`config.mk`:
```
export PLATFORM = sky130hd
export DESIGN_NAME = mole_scheduler
export DESIGN_NICKNAME = d
export VERILOG_FILES = /design/src/rtl/mole_scheduler.sv
export SDC_FILE = /design/constraint.sdc
export NUM_CORES = 1
export LEC_CHECK = 0
export CORE_ASPECT_RATIO = 1.2
export CORE_MARGIN = 3
export CORE_UTILIZATION = 50
export CTS_BUF_LIST = sky130_fd_sc_hd__clkbuf_8
export CTS_CLUSTER_DIAMETER = 120
export DETAILED_ROUTE_END_ITERATION = 16
export PLACE_DENSITY_LB_ADDON = 0.3
export SYNTH_ARGS = -nofsm -noshare
export SYNTH_HDL_FRONTEND = slang
export SYNTH_SLANG_ARGS = --single-unit
```
`constraint.sdc`:
```
create_clock -name clock -period 2.4 [get_ports clock]
set_input_delay 0.48 -clock clock [delete_from_list [all_inputs] [get_ports clock]]
set_output_delay 0.48 -clock clock [all_outputs]
set_load 0.01 [all_outputs]
```
`src/rtl/mole_scheduler.sv`:
```
// mole_scheduler
// Whack-a-mole game sequencer. A start pulse begins a game of GAME_TICKS tick
// pulses. The game alternates between a blank gap (GAP_TICKS ticks) and a
// single lit mole (up to MOLE_TICKS ticks). A matching button press scores a
// hit; a mole that times out scores a miss. The game ends when the tick
// budget is exhausted and remains finished until the next start.
//
// Ports
//   clock        system clock, all state changes on its rising edge
//   reset        asynchronous active-low reset
//   start        single-cycle start pulse (ignored while a game runs)
//   tick         single-cycle 1 Hz enable pulse
//   hit_btn      per-mole single-cycle button pulses
//   rand_value   free-running pseudo-random byte, sampled when a mole is placed
//   mole_led     one-hot lit mole, or all zero
//   hit_pulse    one-cycle pulse per scored hit
//   miss_pulse   one-cycle pulse per expired, unhit mole
//   time_left    remaining game ticks
//   game_active  high while a game is running (gap or mole shown)
//   game_over    high once a game has finished, until the next start
module mole_scheduler #(
    parameter int NUM_MOLES  = 5,
    parameter int GAME_TICKS = 60,
    parameter int MOLE_TICKS = 2,
    parameter int GAP_TICKS  = 1
) (
    input  logic                 clock,
    input  logic                 reset,
    input  logic                 start,
    input  logic                 tick,
    input  logic [NUM_MOLES-1:0] hit_btn,
    input  logic [7:0]           rand_value,
    output logic [NUM_MOLES-1:0] mole_led,
    output logic                 hit_pulse,
    output logic                 miss_pulse,
    output logic [6:0]           time_left,
    output logic                 game_active,
    output logic                 game_over
);

    typedef enum logic [1:0] {
        ST_IDLE = 2'd0,
        ST_GAP  = 2'd1,
        ST_SHOW = 2'd2,
        ST_DONE = 2'd3
    } state_t;

    state_t     state_r;
    logic [3:0] gap_cnt_r;
    logic [3:0] life_cnt_r;
    logic [2:0] prev_idx_r;

    logic [2:0] raw_idx_s;
    logic [2:0] idx_s;
    logic       hit_match_s;
    logic       last_tick_s;

    // One-hot LED pattern for a mole index.
    function automatic logic [NUM_MOLES-1:0] to_onehot(input logic [2:0] idx);
        to_onehot = {{(NUM_MOLES-1){1'b0}}, 1'b1} << idx;
    endfunction

    // Next mole position: random index, bumped by one when it would repeat.
    always_comb begin
        raw_idx_s = 3'(rand_value % 8'(NUM_MOLES));
        if (raw_idx_s == prev_idx_r) begin
            if (raw_idx_s == 3'(NUM_MOLES - 1)) begin
                idx_s = 3'd0;
            end else begin
                idx_s = raw_idx_s + 3'd1;
            end
        end else begin
            idx_s = raw_idx_s;
        end
    end

    // Event decode: a press on the lit mole, and the tick that ends the game.
    always_comb begin
        hit_match_s = |(hit_btn & mole_led);
        last_tick_s = tick && (time_left == 7'd1);
    end

    // Game FSM with all outputs registered.
    always_ff @(posedge clock or negedge reset) begin
        if (!reset) begin
            state_r     <= ST_IDLE;
            gap_cnt_r   <= 4'd0;
            life_cnt_r  <= 4'd0;
            prev_idx_r  <= 3'd0;
            mole_led    <= {NUM_MOLES{1'b0}};
            hit_pulse   <= 1'b0;
            miss_pulse  <= 1'b0;
            time_left   <= 7'd0;
            game_active <= 1'b0;
            game_over   <= 1'b0;
        end else begin
            hit_pulse  <= 1'b0;
            miss_pulse <= 1'b0;
            // The game clock runs in both in-game states; never below zero.
            if ((state_r == ST_GAP || state_r == ST_SHOW) && tick && (time_left != 7'd0)) begin
                time_left <= time_left - 7'd1;
            end
            case (state_r)
                ST_IDLE, ST_DONE: begin
                    if (start) begin
                        state_r     <= ST_GAP;
                        time_left   <= 7'(GAME_TICKS);
                        gap_cnt_r   <= 4'(GAP_TICKS);
                        mole_led    <= {NUM_MOLES{1'b0}};
                        game_active <= 1'b1;
                        game_over   <= 1'b0;
                    end
                end
                ST_GAP: begin
                    if (last_tick_s) begin
                        state_r     <= ST_DONE;
                        mole_led    <= {NUM_MOLES{1'b0}};
                        game_active <= 1'b0;
                        game_over   <= 1'b1;
                    end else if (tick) begin
                        if (gap_cnt_r == 4'd1) begin
                            state_r    <= ST_SHOW;
                            mole_led   <= to_onehot(idx_s);
                            prev_idx_r <= idx_s;
                            life_cnt_r <= 4'(MOLE_TICKS);
                        end else begin
                            gap_cnt_r <= gap_cnt_r - 4'd1;
                        end
                    end
                end
                ST_SHOW: begin
                    if (last_tick_s) begin
                        // Game end wins, but a coincident hit still scores.
                        hit_pulse   <= hit_match_s;
                        state_r     <= ST_DONE;
                        mole_led    <= {NUM_MOLES{1'b0}};
                        game_active <= 1'b0;
                        game_over   <= 1'b1;
                    end else if (hit_match_s) begin
                        hit_pulse <= 1'b1;
                        state_r   <= ST_GAP;
                        mole_led  <= {NUM_MOLES{1'b0}};
                        gap_cnt_r <= 4'(GAP_TICKS);
                    end else if (tick) begin
                        if (life_cnt_r == 4'd1) begin
                            miss_pulse <= 1'b1;
                            state_r    <= ST_GAP;
                            mole_led   <= {NUM_MOLES{1'b0}};
                            gap_cnt_r  <= 4'(GAP_TICKS);
                        end else begin
                            life_cnt_r <= life_cnt_r - 4'd1;
                        end
                    end
                end
                default: begin
                    state_r     <= ST_IDLE;
                    mole_led    <= {NUM_MOLES{1'b0}};
                    time_left   <= 7'd0;
                    game_active <= 1'b0;
                    game_over   <= 1'b0;
                end
            endcase
        end
    end

endmodule
```
==> results.py <==
metrics = {
    "critical_path": {
        "endpoint": "mole_led[1]",
        "cpMaxStageDelayCell": "or3_4",
        "crit_start": "rand_value[7]",
        "cp_data_arrival_time_ns": 4.17,
        "reg2reg_from": "time_left[4]",
        "end_kind": "flip-flop",
        "required_ns": 2.58,
        "r2r_cells": 8,
        "r2r_setup_slack_ns": 0.18,
        "cp_cell_sequence": "buf_8 > or3b_4 > nand4bb_1 > o31ai_1 > or2_4 > inv_4 > ha_4 > inv_2 > o311ai_4 > o32ai_4 > and3_4 > a21oi_4 > ha_4 > nor2_4 > or2_4 > o221ai_4 > buf_4 > nor2_4 > o2111a_1 > or3_4 > o41ai_2",
        "r2r-end": "mole_led[0]",
        "cp_max_fo": 5,
        "path_class": "primary input to flip-flop",
        "crit_path_start_kind": "primary input",
        "slowest_delay_ns": 0.42,
    },
    "detailed_routing": {
        "wl_per_cell_um": 15.9,
        "vias": 2764,
        "drtIter0Drc": 201,
        "drc": 0,
        "first_pass_iters": 6,
        "viasPerCell": 6.01,
        "wirelength_um": 7330,
        "final_antenna_net_count": 0,
    },
    "logic_synthesis": {
        "ys_warn_count": 0,
        "synth-seq-cells": 29,
        "synth_top_area_frac": 0.284,
        "netlist_top_cells_area": "dfrtp_1 (28%), ha_1 (5.9%), nand2_1 (4.4%), inv_1 (3.1%), o21ai_0 (2.7%)",
        "yosysSeqAreaShare": 0.284,
        "synth_flop_cell": "dfrtp_1",
        "avgSynthCellArea_um2": 8.73,
        "syn_nets": 322,
        "synthCells": 293,
        "netlist_area_um2": 2560,
        "yosysMostFrequentCell": "nand2_1",
        "synth-edff-count": 0,
        "synth_async_sr_flop_share": 1.00,
        "synth_cell_type_count": 76,
        "synth_common_cells": "nand2_1 (30), dfrtp_1 (29), inv_1 (21), nor2_1 (17), o21ai_0 (14)",
        "yosys.area.top_type": "dfrtp_1",
    },
    "floorplan": {
        "die_h_um": 84.3,
        "coreArea_um2": 4760,
        "start_util": 0.537,
        "die_area_um2": 6010,
        "die_w_um": 71.3,
        "rows": 27,
        "pin_count": 33,
    },
    "finish": {
        "syn_to_final_growth_pct": 52.2,
        "fin_cells": 460,
        "finalInstanceArea_um2": 3890,
        "layout.nets": 430,
        "final_util": 0.817,
        "antenna_cells": 0,
        "drive_gt1_frac": 0.378,
    },
    "sta": {
        "tightest_slew_ns": 0.428,
        "finalSetupViolations": 8,
        "min_period_ns": 4.00,
        "hold_ws_ns": 0.506,
        "fin_skew_ns": 0.000987,
        "rsz0062_at_grt": "yes",
        "max_freq_mhz": 250,
        "period_share": 1.66,
        "drv_slew": 0,
        "slew_headroom": 0.707,
        "finalHoldViolCount": 0,
        "fin_ws_ns": -1.60,
    },
    "cts": {
        "worstSkewPairLatency_ns": 0.28,
        "htreeDepth": 2,
        "cts.clk_slew.worst_paths_ns": 0.06,
        "clock_sinks": 29,
        "tritoncts": "done",
        "cts_buffers": 5,
        "max-clock-path-buffers": 2,
        "root_buffer": "clkbuf_8",
    },
    "global_routing": {
        "antenna_found_initial": 0,
        "grt_max_degree": 30,
        "grt.total_usage": 0.255,
        "grt-ovfl-total": 0,
        "grt_pass1_wl_um": 12900,
        "grt_pass1_vias": 2869,
    },
    "status": {
        "outcome": "finished with violations",
        "violations": "setup timing",
    },
    "hold_path": {
        "hold_class": "flip-flop to flip-flop",
    },
    "placement": {
        "placed_area_um2": 3530,
        "portBuffers": 32,
        "placed_cells": 443,
        "hpwlAfterDp_um": 5270,
        "place_congestion": 0.908,
    },
    "power": {
        "p_leak_nw": 1.69,
        "power_w": 0.00335,
        "p_per_area_nw_per_um2": 860,
        "irDropWorstVdd_v": 0.000733,
    },
    "run": {
        "drv_cap": 0,
    },
}
[power by group]
group,internal (W),switching [W]
Combinational,0.00107,0.00112
Sequential,0.000641,0.000155
Clock,0.000192,0.000174
[how the worst min path moves through the flow]
stage,from,cells past startpoint,slack (ns),endpoint
final,gap_cnt_r[1],2,0.51,gap_cnt_r[1]
after global routing,game_active,2,0.55,game_active
after CTS,gap_cnt_r[1],2,0.51,gap_cnt_r[1]
after detailed placement,gap_cnt_r[1],2,0.50,gap_cnt_r[1]
after global placement,gap_cnt_r[1],2,0.48,gap_cnt_r[1]
after floorplan,reset,0,0.18,game_active
[area by class of cell]
type                            instances  area [µm²]
Tap cell                               58        72.6
Multi-Input combinational cell        232        1990
Inverter                               21        83.8
Clock inverter                          3        11.3
Fill cell                             300         872
Timing Repair Buffer                  112         941
Clock buffer                            5        68.8
Sequential cell                        29         726
[metal layers]
layer  vias up  GRT usage  wire, µm  share of wire
met5         -          0         0              0
li1       1319          -         -              -
met2        81      0.432      3760           0.51
met1      1342      0.326      3110           0.42
met4         0     0.0838       157          0.021
met3        22     0.0431       308          0.042
[what timing repair did]
action,4_1_cts,5_1_grt
cloned,0,0
endpoints found under the setup margin,8,10
hold buffers,0,0
resized for setup,52,22
setup buffers,5,5
pin swaps,25,20
[registers in the layout, indices dropped and copies added, names as in the netlist]
| signal | count |
|---|---|
| time_left | 7 |
| mole_led | 5 |
| gap_cnt_r | 4 |
| life_cnt_r | 4 |
| prev_idx_r | 3 |
| state_r | 2 |
| game_active | 1 |
| game_over | 1 |
| hit_pulse | 1 |
| miss_pulse | 1 |
[critical path, delay by kind of cell]
| kind | cells | cell delay, ns |
|---|---|---|
| compound gates | 7 | 1.28 |
| fa+ha+maj | 2 | 0.29 |
| buf+inv | 4 | 0.37 |
| simple gates | 8 | 1.74 |
[placed cells by master, fill, tap and decap left out, types with 9 or more instances in the layout]
| cell type | Yosys | layout |
|---|---|---|
| a21oi_1 | 13 | 9 |
| buf_4 | 0 | 78 |
| nand2_1 | 30 | 30 |
| o21ai_0 | 14 | 10 |
| inv_1 | 21 | 21 |
| nor2_1 | 17 | 12 |
| ha_1 | 12 | 9 |
| dfrtp_1 | 29 | 29 |
| nand3_1 | 12 | 10 |
| clkdlybuf4s50_1 | 0 | 26 |
[kinds of logic (layout without fill, tap and decap cells)]
logic type / Yosys count / in the layout / synth area share
AO/OA/AOI/OAI: 81 / 81 / 0.261
XOR/XNOR: 9 / 9 / 0.0308
AND/OR/NAND/NOR: 123 / 123 / 0.277
adder cells (fa/ha/maj): 12 / 12 / 0.0587
buffers and inverters: 32 / 141 / 0.0587
flip-flops: 29 / 29 / 0.284
multiplexers: 7 / 7 / 0.0303
[per-stage QoR]
stage	TNS, ns	worst slack [ns]
detailed placement	-18.78	-2.35
CTS	-12.09	-1.63
floorplan	-14.29	-1.85
finish	-12.23	-1.60
global placement	-17.96	-2.26
global route	-13.85	-1.81
Note: power is estimated with default switching activity, not from simulation.
